File: src/rtl/actor_token_if.sv
// Token channel bundle between two dataflow actors and the token FIFO.
// master: the actor side (drives W_SEND/W_DATA/W_COUNT and R_ACK).
// slave : the FIFO side (drives W_ACK/W_RDY and R_SEND/R_DATA/R_COUNT).
interface actor_token_if #(
   parameter int DATA_WIDTH = 16
);
   logic                  W_SEND;
   logic [DATA_WIDTH-1:0] W_DATA;
   logic [15:0]           W_COUNT;
   logic                  W_ACK;
   logic                  W_RDY;
   logic                  R_SEND;
   logic [DATA_WIDTH-1:0] R_DATA;
   logic [15:0]           R_COUNT;
   logic                  R_ACK;

   modport master (
      output W_SEND, W_DATA, W_COUNT, R_ACK,
      input  W_ACK, W_RDY, R_SEND, R_DATA, R_COUNT
   );

   modport slave (
      input  W_SEND, W_DATA, W_COUNT, R_ACK,
      output W_ACK, W_RDY, R_SEND, R_DATA, R_COUNT
   );
endinterface

File: src/rtl/actor_token_fifo.sv
// actor_token_fifo: single-clock first-word-fall-through token channel that
// decouples an upstream actor's firings from a downstream actor, up to DEPTH
// tokens. Full/empty are decided by the occupancy counter alone, so the
// pointers simply wrap modulo DEPTH.
// W_RDY is held low until the first clock edge after reset release (live flop).
// Optional: define ACTOR_TOKEN_FIFO_PROTOCOL_CHECK_EN to add a sticky ERR
// output flagging protocol violations; it never changes FIFO behaviour.
module actor_token_fifo #(
   parameter int DATA_WIDTH = 16,
   parameter int DEPTH      = 8,
   parameter int ADDR_WIDTH = 3
) (
   input  logic         CLK,
   input  logic         RESET,
   actor_token_if.slave bus
`ifdef ACTOR_TOKEN_FIFO_PROTOCOL_CHECK_EN
   ,
   output logic         ERR
`endif
);

   localparam int unsigned           DEPTH_U  = DEPTH;
   localparam logic [ADDR_WIDTH:0]   FULL_LVL = DEPTH_U[ADDR_WIDTH:0];
   localparam logic [ADDR_WIDTH:0]   OCC_ZERO = {(ADDR_WIDTH+1){1'b0}};
   localparam logic [ADDR_WIDTH:0]   OCC_ONE  = {{ADDR_WIDTH{1'b0}}, 1'b1};
   localparam logic [ADDR_WIDTH-1:0] PTR_ZERO = {ADDR_WIDTH{1'b0}};
   localparam logic [ADDR_WIDTH-1:0] PTR_ONE  = {{(ADDR_WIDTH-1){1'b0}}, 1'b1};

   logic [DATA_WIDTH-1:0] mem_q [DEPTH];
   logic [ADDR_WIDTH-1:0] wr_ptr_q, wr_ptr_d;
   logic [ADDR_WIDTH-1:0] rd_ptr_q, rd_ptr_d;
   logic [ADDR_WIDTH:0]   occ_q, occ_d;
   logic                  live_q;

   logic full_s;
   logic empty_s;
   logic w_rdy_s;
   logic push_s;
   logic pop_s;

   // Status flags and the accepted push/pop strobes for this cycle.
   always_comb begin
      full_s  = (occ_q == FULL_LVL);
      empty_s = (occ_q == OCC_ZERO);
      w_rdy_s = live_q & ~full_s;
      push_s  = bus.W_SEND & w_rdy_s;
      pop_s   = bus.R_ACK & ~empty_s;
   end

   // Next-state for pointers and occupancy; simultaneous push/pop keeps the level.
   always_comb begin
      wr_ptr_d = wr_ptr_q;
      rd_ptr_d = rd_ptr_q;
      occ_d    = occ_q;
      if (push_s) begin
         wr_ptr_d = wr_ptr_q + PTR_ONE;
      end else begin
         wr_ptr_d = wr_ptr_q;
      end
      if (pop_s) begin
         rd_ptr_d = rd_ptr_q + PTR_ONE;
      end else begin
         rd_ptr_d = rd_ptr_q;
      end
      case ({push_s, pop_s})
         2'b10:   occ_d = occ_q + OCC_ONE;
         2'b01:   occ_d = occ_q - OCC_ONE;
         default: occ_d = occ_q;
      endcase
   end

   // Control state: pointers, occupancy and the post-reset live flop.
   always_ff @(posedge CLK or negedge RESET) begin
      if (!RESET) begin
         wr_ptr_q <= PTR_ZERO;
         rd_ptr_q <= PTR_ZERO;
         occ_q    <= OCC_ZERO;
         live_q   <= 1'b0;
      end else begin
         wr_ptr_q <= wr_ptr_d;
         rd_ptr_q <= rd_ptr_d;
         occ_q    <= occ_d;
         live_q   <= 1'b1;
      end
   end

   // Token storage; cleared on reset so R_DATA reads zero until the first push.
   always_ff @(posedge CLK or negedge RESET) begin
      if (!RESET) begin
         for (int i = 0; i < DEPTH; i++) begin
            mem_q[i] <= {DATA_WIDTH{1'b0}};
         end
      end else if (push_s) begin
         mem_q[wr_ptr_q] <= bus.W_DATA;
      end
   end

   assign bus.W_ACK   = push_s;
   assign bus.W_RDY   = w_rdy_s;
   assign bus.R_SEND  = ~empty_s;
   assign bus.R_DATA  = mem_q[rd_ptr_q];
   assign bus.R_COUNT = {{(15-ADDR_WIDTH){1'b0}}, occ_q};

`ifdef ACTOR_TOKEN_FIFO_PROTOCOL_CHECK_EN
   logic err_q;
   logic viol_s;

   // Any write to a non-ready channel, read of an empty one, or non-unit count.
   always_comb begin
      viol_s = (bus.W_SEND & ~w_rdy_s & live_q)
             | (bus.R_ACK & empty_s)
             | (bus.W_SEND & (bus.W_COUNT != 16'h0001));
   end

   // Sticky protocol error flag, cleared only by reset.
   always_ff @(posedge CLK or negedge RESET) begin
      if (!RESET) begin
         err_q <= 1'b0;
      end else if (viol_s) begin
         err_q <= 1'b1;
      end else begin
         err_q <= err_q;
      end
   end

   assign ERR = err_q;
`else
   // W_COUNT carries no control meaning without the checker.
   logic unused_count_s;
   assign unused_count_s = ^bus.W_COUNT;
`endif

endmodule

File: src/flat_wrapper.sv
// flat-port wrapper written by rule: the top's interface ports become plain ports
module actor_token_fifo_flat 
#(
   parameter int DATA_WIDTH = 16,
   parameter int DEPTH      = 8,
   parameter int ADDR_WIDTH = 3
)
  (CLK, RESET, bus_W_SEND, bus_W_DATA, bus_W_COUNT, bus_R_ACK, bus_W_ACK, bus_W_RDY, bus_R_SEND, bus_R_DATA, bus_R_COUNT);
  actor_token_if #(.DATA_WIDTH(DATA_WIDTH)) bus_i ();
  input  logic CLK;
  input  logic RESET;
  input wire logic [$bits(bus_i.W_SEND)-1:0] bus_W_SEND;
  input wire logic [$bits(bus_i.W_DATA)-1:0] bus_W_DATA;
  input wire logic [$bits(bus_i.W_COUNT)-1:0] bus_W_COUNT;
  input wire logic [$bits(bus_i.R_ACK)-1:0] bus_R_ACK;
  output wire logic [$bits(bus_i.W_ACK)-1:0] bus_W_ACK;
  output wire logic [$bits(bus_i.W_RDY)-1:0] bus_W_RDY;
  output wire logic [$bits(bus_i.R_SEND)-1:0] bus_R_SEND;
  output wire logic [$bits(bus_i.R_DATA)-1:0] bus_R_DATA;
  output wire logic [$bits(bus_i.R_COUNT)-1:0] bus_R_COUNT;
  assign bus_i.W_SEND = bus_W_SEND;
  assign bus_i.W_DATA = bus_W_DATA;
  assign bus_i.W_COUNT = bus_W_COUNT;
  assign bus_i.R_ACK = bus_R_ACK;
  assign bus_W_ACK = bus_i.W_ACK;
  assign bus_W_RDY = bus_i.W_RDY;
  assign bus_R_SEND = bus_i.R_SEND;
  assign bus_R_DATA = bus_i.R_DATA;
  assign bus_R_COUNT = bus_i.R_COUNT;
  actor_token_fifo #(.DATA_WIDTH(DATA_WIDTH), .DEPTH(DEPTH), .ADDR_WIDTH(ADDR_WIDTH)) u_core (.CLK(CLK), .RESET(RESET), .bus(bus_i));
endmodule
File: config.mk
export PLATFORM = sky130hd
export DESIGN_NAME = actor_token_fifo_flat
export DESIGN_NICKNAME = d
export VERILOG_FILES = /design/src/rtl/actor_token_if.sv /design/src/rtl/actor_token_fifo.sv /design/src/flat_wrapper.sv
export SDC_FILE = /design/constraint.sdc
export NUM_CORES = 1
export LEC_CHECK = 0
export CORE_ASPECT_RATIO = 1.25
export CORE_MARGIN = 4
export CORE_UTILIZATION = 55
export CTS_BUF_LIST = sky130_fd_sc_hd__clkbuf_4 sky130_fd_sc_hd__clkbuf_8
export DETAILED_ROUTE_END_ITERATION = 7
export GPL_TIMING_DRIVEN = 0
export HOLD_SLACK_MARGIN = 0.1
export PLACE_DENSITY = 0.84
export SLEW_MARGIN = 20
export SYNTH_ARGS = -nofsm -noshare
export SYNTH_HDL_FRONTEND = slang
export SYNTH_SLANG_ARGS = --single-unit
File: constraint.sdc
create_clock -name CLK -period 5.5 [get_ports CLK]
set_input_delay 1.1 -clock CLK [delete_from_list [all_inputs] [get_ports CLK]]
set_output_delay 1.1 -clock CLK [all_outputs]
set_load 0.01 [all_outputs]
* Word level (Yosys, flattened, before mapping)
Cells that the tools add are included.
** Word-level totals
- Input port bits :: 36
- Bits in registers :: 139
- Word-level logic and storage cells :: 39
** Cells by class
- Eq/ne operators :: 3
- Order comparisons :: 3
- Add/subtract/negate cells :: 4
- Multiplexer cells :: 7
- Reduce and logical (&&, ||, !) cells :: 3
- Bitwise logic cells :: 7
** Operator list (count)
- $bwmux 128 :: 1
- $bmux 16 s3 :: 1
- $demux 16 s3 :: 1
- $mux 16 :: 3
- $ge 4x4->1 const B :: 2
- $not 3->4 :: 2
- $pmux 4 s2 :: 1
- $add 3x1->3 const B :: 2
- $add 4x1->4 const B :: 1
- $eq 4x4->1 const B :: 1
- $logic_not 4->1 :: 1
- $lt 4x1->1 const B :: 1
- $sub 4x1->4 const B :: 1
- $and 1x1->1 :: 3
- $eq 2x1->1 const B :: 1
- $eq 2x2->1 const B :: 1
- $not 1->1 :: 2
- $reduce_bool 2->1 :: 1
- $logic_and 1x1->1 :: 1

* Logic depth before layout (Yosys ltp)
Gate-level depths: netlist of the first run.
- Word-level depth :: 6
- Mapped depth :: 9

* Worst setup path before layout of the first run
OpenSTA, ideal clock, no wires.
- Kind :: input to register
- Start point :: input port bus_W_SEND
- End point :: register u_core.occ_q[3]
- Setup time :: 0.134 ns
- Data arrival time :: 2.981 ns
- Cell stages on the path :: 8
- Path buffers :: 0
- Slack :: 2.385 ns
- Data required time :: 5.366 ns
- Cells stage by stage :: nand2_1 nor2_1 inv_1 ha_1 ha_1 or4b_2 o311ai_0 o211ai_1
** On the way
- Cells in the longest elaborated chain, start to end :: 3
** Ends and longest elaborated chain
- start: declaration :: RTL line flat_wrapper.sv:12 : input wire logic [$bits(bus_i.W_SEND)-1:0] bus_W_SEND;
- $and 1x1->1 * :: RTL line actor_token_fifo.sv:46 : push_s = bus.W_SEND & w_rdy_s;
- named net bus_W_ACK :: RTL line flat_wrapper.sv:16 : output wire logic [$bits(bus_i.W_ACK)-1:0] bus_W_ACK;
- $eq 2x1->1 / $eq 2x2->1 (equally long branches) :: RTL line actor_token_fifo.sv:65 : case ({push_s, pop_s})
- $pmux 4 s2 / $reduce_bool 2->1 (equally long branches)
- end signal: assignment :: RTL line actor_token_fifo.sv:77 : occ_q <= OCC_ZERO;
- end signal: assignment :: RTL line actor_token_fifo.sv:82 : occ_q <= occ_d;
- end: declaration :: RTL line actor_token_fifo.sv:32 : logic [ADDR_WIDTH:0] occ_q, occ_d;
The timed path passes the listed nets; every way through them passes the cells marked *.
A chain may end at the register's enable or synchronous reset.

* Worst setup path after layout of the first run
- Start point :: register u_core.rd_ptr_q[0]
- End point :: output port bus_R_DATA[7]
** On the way
- Cells in the longest elaborated chain, start to end :: 4
** Ends and longest elaborated chain
- start: declaration :: RTL line actor_token_fifo.sv:31 : logic [ADDR_WIDTH-1:0] rd_ptr_q, rd_ptr_d;
- start signal: assignment :: RTL line actor_token_fifo.sv:81 : rd_ptr_q <= rd_ptr_d;
- $not 3->4 (implied by the code) :: RTL line actor_token_fifo.sv:101 : assign bus.R_DATA = mem_q[rd_ptr_q];
- $bmux 16 s3 :: RTL line actor_token_fifo.sv:101
- $mux 16 (implied by the code) (2 in series) :: RTL line actor_token_fifo.sv:101
- end: declaration :: RTL line flat_wrapper.sv:19 : output wire logic [$bits(bus_i.R_DATA)-1:0] bus_R_DATA;
No other way between the ends. The select of a mux whose other input is x is not followed.

==> results of run 1 <==
-- logic make-up (layout without fill, tap and decap cells) --
| group | after synthesis | after routing | synth area share, % |
|---|---|---|---|
| fa+ha+maj | 6 | 6 | 1.25 |
| xor+xnor | 6 | 6 | 0.796 |
| flops | 139 | 139 | 52.7 |
| simple gates | 28 | 28 | 4.30 |
| other cells | 2 | 13 | 0.114 |
| mux | 180 | 180 | 36.2 |
| buf+inv | 39 | 113 | 4.04 |
| compound gates | 6 | 6 | 0.645 |
-- final timing paths --
path,cells past startpoint,to,from
worst max-delay path,5,bus_R_DATA[7],u_core.rd_ptr_q[0]
worst min-delay path,1,u_core.wr_ptr_q[2],u_core.wr_ptr_q[2]
worst max register to register,8,u_core.occ_q[3],u_core.occ_q[0]
worst min register to register,1,u_core.wr_ptr_q[2],u_core.wr_ptr_q[2]
max in group asynchronous,2,u_core.mem_q[89],RESET
min in group asynchronous,1,u_core.mem_q[123],RESET
-- worst register-to-register path, stage by stage, from the launching register on --
cell and delay, ps:
dfrtp_1 480, or4_2 700, nand2_1 160, inv_1 70, ha_1 280, ha_1 370
or4b_2 640, o311ai_0 150, o211ai_1 140
-- power groups by stage --
stage | Combinational, W | Clock (W) | Sequential [W]
3_3_place_gp | 0.00196 | 0 | 0.00176
3_5_place_dp | 0.00203 | 0 | 0.00180
6_report | 0.00200 | 0.000893 | 0.00178
4_1_cts | 0.00203 | 0.000914 | 0.00178
2_1_floorplan | 0.00142 | 0 | 0.00171
5_1_grt | 0.00217 | 0.000960 | 0.00184
-- metal layers --
layer  up-vias  track usage, %
met5         -               0
met4         0            7.32
li1       1628               -
met3         9            5.16
met1      1948            24.9
met2        74            36.3
-- per-stage QoR --
| step | hold slack, ps | util [%] | setup TNS, ps | instance area (µm²) |
|---|---|---|---|---|
| finish | 495 | 66.3 | 0 | 7730 |
| global route | 519 | 66.3 | 0 | 7730 |
| CTS | 494 | 66.3 | 0 | 7730 |
| detailed placement | 480 | 62.5 | 0 | 7300 |
| global placement | 480 | 62.2 | -250290 | 7260 |
| floorplan | 456 | - | 0 | 6640 |
-- flip-flops by register name, summed over array words and instances, names as in the netlist --
register         cells
u_core.rd_ptr_q      3
u_core.occ_q         4
u_core.wr_ptr_q      3
u_core.live_q        1
u_core.mem_q       128
-- synth_stat cells --
master	number	share of area, %
conb_1	2	0.11
xnor2_1	3	0.40
a21oi_1	2	0.15
dfrtp_1	139	53
nand3_1	4	0.30
o211ai_1	1	0.11
or4_2	1	0.13
nor2_1	1	0.057
buf_2	3	0.23
nor4b_4	1	0.36
buf_6	8	1.4
nand2b_1	2	0.19
ha_1	5	0.95
fa_1	1	0.30
inv_1	6	0.34
o21ai_0	1	0.076
nand2_1	4	0.23
nor4_4	2	0.64
a2111o_1	1	0.17
or4b_2	1	0.15
o311ai_0	1	0.13
clkbuf_1	8	0.45
nand3b_2	1	0.17
nor3b_1	4	0.45
mux2_2	147	25
clkdlybuf4s15_2	1	0.17
nor3_4	6	1.5
xor2_1	3	0.40
mux2i_1	1	0.15
mux4_2	32	11
buf_4	13	1.5
and2b_2	1	0.13
-- area by class of cell --
class / instances / area (µm²) / share of cell area, %
Sequential cell: 139 / 3480 / 45.0
Multi-Input combinational cell: 239 / 2900 / 37.4
Timing Repair Buffer: 43 / 453 / 5.86
Clock buffer: 25 / 332 / 4.29
Buffer: 33 / 244 / 3.15
Tap cell: 161 / 201 / 2.60
Clock inverter: 6 / 108 / 1.39
Inverter: 6 / 22.5 / 0.291
-- cell usage in the layout (no fill, tap or decap), types with 3 or more instances in the layout --
master	instances
nor3b_1	4
inv_1	6
buf_2	3
dfrtp_1	139
bufinv_16	3
clkbuf_1	8
buf_6	8
mux4_2	32
clkbuf_8	23
nor3_4	6
buf_4	13
nand3_1	4
xor2_1	3
clkdlybuf4s50_1	41
ha_1	5
xnor2_1	3
nand2_1	4
conb_1	13
mux2_2	147
==> impl_metrics.py, run 1 <==
metrics = {
    "outcome": {
        "status": "finished, final reports clean",
    },
    "place": {
        "dp_hpwl_mm": 8.62,
        "gp_congestion": 0.735,
        "dp_cells": 621,
        "place_ws_ps": 1730,
        "numPortBuffers": 42,
    },
    "power_and_ir_drop": {
        "combPwrFrac_pct": 42.8,
        "p_switching_w": 0.00139,
        "power_w": 0.00467,
        "p_int_w": 0.00328,
        "switching_share_pct": 29.8,
        "peakVddDrop_v": 0.000262,
        "power.density_nw_per_um2": 604,
        "leakage_nw": 3.29,
        "power_frac_seq_pct": 38.1,
        "clkPwrFrac_pct": 19.1,
    },
    "drt": {
        "wl_met1_mm": 5.32,
        "top_layer": "met4",
        "dr.pass1.iters": 4,
        "drt-vias-per-instance": 5.61,
        "drt-initial-drc-count": 161,
        "wl_met3_um": 514,
        "wire_per_inst_um": 19.6,
        "drtAntennaViolNets": 0,
        "vias": 3659,
        "post-route-drc-count": 0,
        "wl_met2_mm": 6.77,
        "wirelength_mm": 12.8,
    },
    "min_path": {
        "min_path_type": "register to register",
    },
    "setup_path": {
        "worstPathRequired_ps": 4400,
        "cp-end-kind": "primary output",
        "cp_max_fo": 10,
        "r2r_slack_ps": 2390,
        "path_cells": "clkbuf_1 > buf_2 > mux4_2 > mux2_2 > clkdlybuf4s50_1",
        "slowest_stage": "mux4_2",
        "worstPathArrival_ps": 2890,
        "path_delay_family": "buffers and inverters",
        "critPathBufInv": 3,
        "crit_path_start_kind": "register",
        "slowest_delay_ps": 560,
        "crit_type": "register to primary output",
    },
    "global_routing": {
        "grt_pass1_wl_mm": 21.4,
        "grt_usage_pct": 20.6,
        "grt_max_degree": 98,
        "antenna_found_initial": 0,
        "gr-total-overflow": 0,
        "grt_pass1_vias": 4143,
    },
    "timing": {
        "rsz0062_at_grt": "no",
        "skew_ps": 8.28,
        "setup_viol": 0,
        "hold_viol_final": 0,
        "worst_slack_ps": 1510,
        "fmax_ghz": 0.251,
        "report.final.slew_viol_count": 0,
        "min_period_over_period_pct": 72.5,
        "max-slew-margin-rel_pct": 48.8,
        "tightest_slew_ps": 769,
        "finalCriticalPeriod_ps": 3990,
    },
    "cts": {
        "hold_buffers": 0,
        "cts_root_buf": "clkbuf_8",
        "clkTransAtPathRegs_ps": 70,
        "clockBufferDepth": 2,
        "tritoncts": "built",
        "cts_buffers": 17,
        "htreeDepth": 4,
        "clock-sinks": 139,
        "cts_resized": 0,
        "clkLatencyLatePin_ps": 450,
        "post_cts_buffers": 0,
    },
    "finish": {
        "final_cells": 652,
        "n_fill_cell": 839,
        "syn_to_final_growth_pct": 17.2,
        "nNetsFinal": 521,
        "diodes": 0,
        "drive_gt1_share_pct": 50.9,
    },
    "synthesis": {
        "ys_seq_elements": 139,
        "synth_area_per_cell_um2": 16.3,
        "synth_warnings": 0,
        "postSynthCellCount": 406,
        "syn_area_um2": 6600,
        "synth_cell_type_count": 32,
        "seq_area_frac_synth_pct": 52.7,
    },
    "floorplan": {
        "io-pin-count": 71,
        "start_util_pct": 56.6,
        "die_w_um": 106,
        "coreArea_um2": 11700,
        "num_rows": 44,
        "die_h_um": 130,
        "die-area_um2": 13800,
    },
    "run": {
        "maxCapViolCount": 0,
    },
}
Note: power is estimated with default switching activity, not from simulation.
==> run 2: changes to the inputs <==
CORE_UTILIZATION = 53   (was 55)
PLACE_DENSITY = 0.85   (was 0.84)
clock period = 3.6 ns   (was 5.5 ns; I/O delays follow)
==> impl_metrics.py, run 2 (synthesis gave the netlist of run 1 again) <==
metrics = {
    "outcome": {
        "status": "finished, final reports clean",
    },
    "timing": {
        "tightest_slew_ps": 677,
        "tns_ps": 0,
        "holdWs_ps": 151,
        "worst_slack_ps": 237,
        "max-slew-margin-rel_pct": 54.5,
        "fmax_ghz": 0.297,
        "report.final.slew_viol_count": 0,
        "setup_viol": 0,
        "finalCriticalPeriod_ps": 3360,
        "min_period_over_period_pct": 93.4,
        "skew_ps": 7.40,
        "hold_viol_final": 0,
        "rsz0062_at_grt": "no",
    },
    "place": {
        "place_ws_ps": 147,
        "gp_congestion": 0.728,
        "dp_hpwl_mm": 8.79,
        "numPortBuffers": 42,
        "post_dp_cell_area_um2": 7300,
    },
    "setup_path": {
        "worstPathRequired_ps": 2880,
        "crit_path_start_kind": "register",
        "reg2reg_from": "u_core.occ_q[0]",
        "worstPathArrival_ps": 2640,
        "ff2ff_path_depth": 8,
        "cp-end-kind": "primary output",
        "crit_start": "u_core.rd_ptr_q[0]",
        "cp_max_fo": 10,
        "crit_type": "register to primary output",
        "r2r_end": "u_core.occ_q[3]",
        "r2r_slack_ps": 460,
        "crit_end": "bus_R_DATA[3]",
    },
    "run": {
        "maxCapViolCount": 0,
    },
    "drt": {
        "vias": 3669,
        "drt-initial-drc-count": 178,
        "drtAntennaViolNets": 0,
        "wirelength_mm": 13.0,
        "wire_per_inst_um": 19.8,
        "post-route-drc-count": 0,
        "dr.pass1.iters": 4,
        "drt-vias-per-instance": 5.60,
    },
    "cts": {
        "cts_root_buf": "clkbuf_8",
        "cts_buffers": 17,
        "clkLatencyLatePin_ps": 440,
        "hold_buffers": 0,
        "htreeDepth": 4,
        "tritoncts": "built",
        "clock-sinks": 139,
        "clkTransAtPathRegs_ps": 80,
        "clockBufferDepth": 2,
    },
    "floorplan": {
        "coreArea_um2": 12200,
        "start_util_pct": 54.3,
        "die_w_um": 108,
        "die_h_um": 133,
        "num_rows": 45,
        "io-pin-count": 71,
        "die-area_um2": 14300,
    },
    "global_routing": {
        "antenna_found_initial": 0,
        "grt_pass1_vias": 4075,
        "grt_max_degree": 103,
        "gr-total-overflow": 0,
        "grt_pass1_wl_mm": 21.2,
        "grt_usage_pct": 19.5,
    },
    "min_path": {
        "min_path_type": "input pin to asynchronous set/reset pin",
    },
    "finish": {
        "n_fill_cell": 913,
        "final_cell_mix": "147 x mux2_2, 139 x dfrtp_1, 41 x clkdlybuf4s50_1, 32 x mux4_2, 19 x clkbuf_8",
        "design_area_um2": 7790,
        "reg_top3": "u_core.mem_q: 128 flops, u_core.occ_q: 4 flops",
        "regMostFlops": "u_core.mem_q",
        "nNetsFinal": 520,
        "largest_register_ffs": 128,
        "syn_to_final_growth_pct": 18.0,
        "final_common_cell": "mux2_2",
        "drive_gt1_share_pct": 51.9,
        "diodes": 0,
    },
    "power_and_ir_drop": {
        "leakage_nw": 3.32,
        "peakVddDrop_v": 0.000487,
        "power.density_nw_per_um2": 940,
    },
}
run 2: cell types whose count changed in the layout (fill, tap and decap cells not counted):
cell        previous run  this run
clkbuf_1               8         3
clkbuf_2               0         4
clkbuf_8              23        19
buf_2                  3         0
buf_4                 13        16
bufinv_16              3         6
clkinv_2               2         5
clkbuf_4               2         0
clkinvlp_4             1         2
run 2: critical path, stage by stage (launching register included):
cell             delay (ps)
dfrtp_1                 550
buf_4                   340
mux4_2                  540
mux2_2                  290
clkdlybuf4s50_1         480
run 2: cell type report:
class                   instances  area, µm²  area share [%]
clock buffers                  19        262            3.36
plain buffers                  32        253            3.24
repair buffers                 43        453            5.81
inverters                       6       22.5           0.289
flip-flops and latches        139       3480            44.7
clock inverters                13        220            2.83
multi-input cells             239       2900            37.2
well taps                     164        205            2.63
run 2: power breakdown:
group / leakage, nW / internal (W) / switching (W)
logic: 1.36 / 0.00190 / 0.00117
registers: 1.72 / 0.00231 / 0.000431
clock network: 0.241 / 0.000925 / 0.000585
run 2: what timing repair did:
| item | in CTS | in global routing |
|---|---|---|
| buffers inserted | 0 | 0 |
| setup endpoints to repair | 16 | 16 |
| resized for setup | 6 | 2 |
run 2: worst min path at each step:
| stage | startpoint | to | slack [ps] | cells past startpoint |
|---|---|---|---|---|
| finish | RESET | u_core.mem_q[42] | 150 | 1 |
| CTS | RESET | u_core.mem_q[26] | 140 | 1 |
| detailed placement | u_core.wr_ptr_q[2] | u_core.wr_ptr_q[2] | 480 | 1 |
| global placement | u_core.wr_ptr_q[2] | u_core.wr_ptr_q[2] | 470 | 1 |
| floorplan | RESET | u_core.live_q | 420 | 0 |
| global route | RESET | u_core.mem_q[42] | 140 | 1 |
run 2: routing by layer:
| layer | global-route usage, % | vias up | part of all wire [%] |
|---|---|---|---|
| li1 | - | 1630 | - |
| met1 | 25.9 | 1959 | 43 |
| met2 | 32.7 | 69 | 53 |
| met3 | 4.73 | 11 | 3.2 |
| met4 | 4.42 | 0 | 0.77 |
| met5 | 0 | - | 0 |
run 2: metrics by stage:
stage / instances / util (%) / power [W]
CTS: 656 / 64.1 / 0.00740
finish: 655 / 64.1 / 0.00732
detailed placement: 624 / 60.0 / 0.00586
floorplan: 417 / - / 0.00479
global route: 655 / 64.1 / 0.00774
global placement: 623 / 59.8 / 0.00570
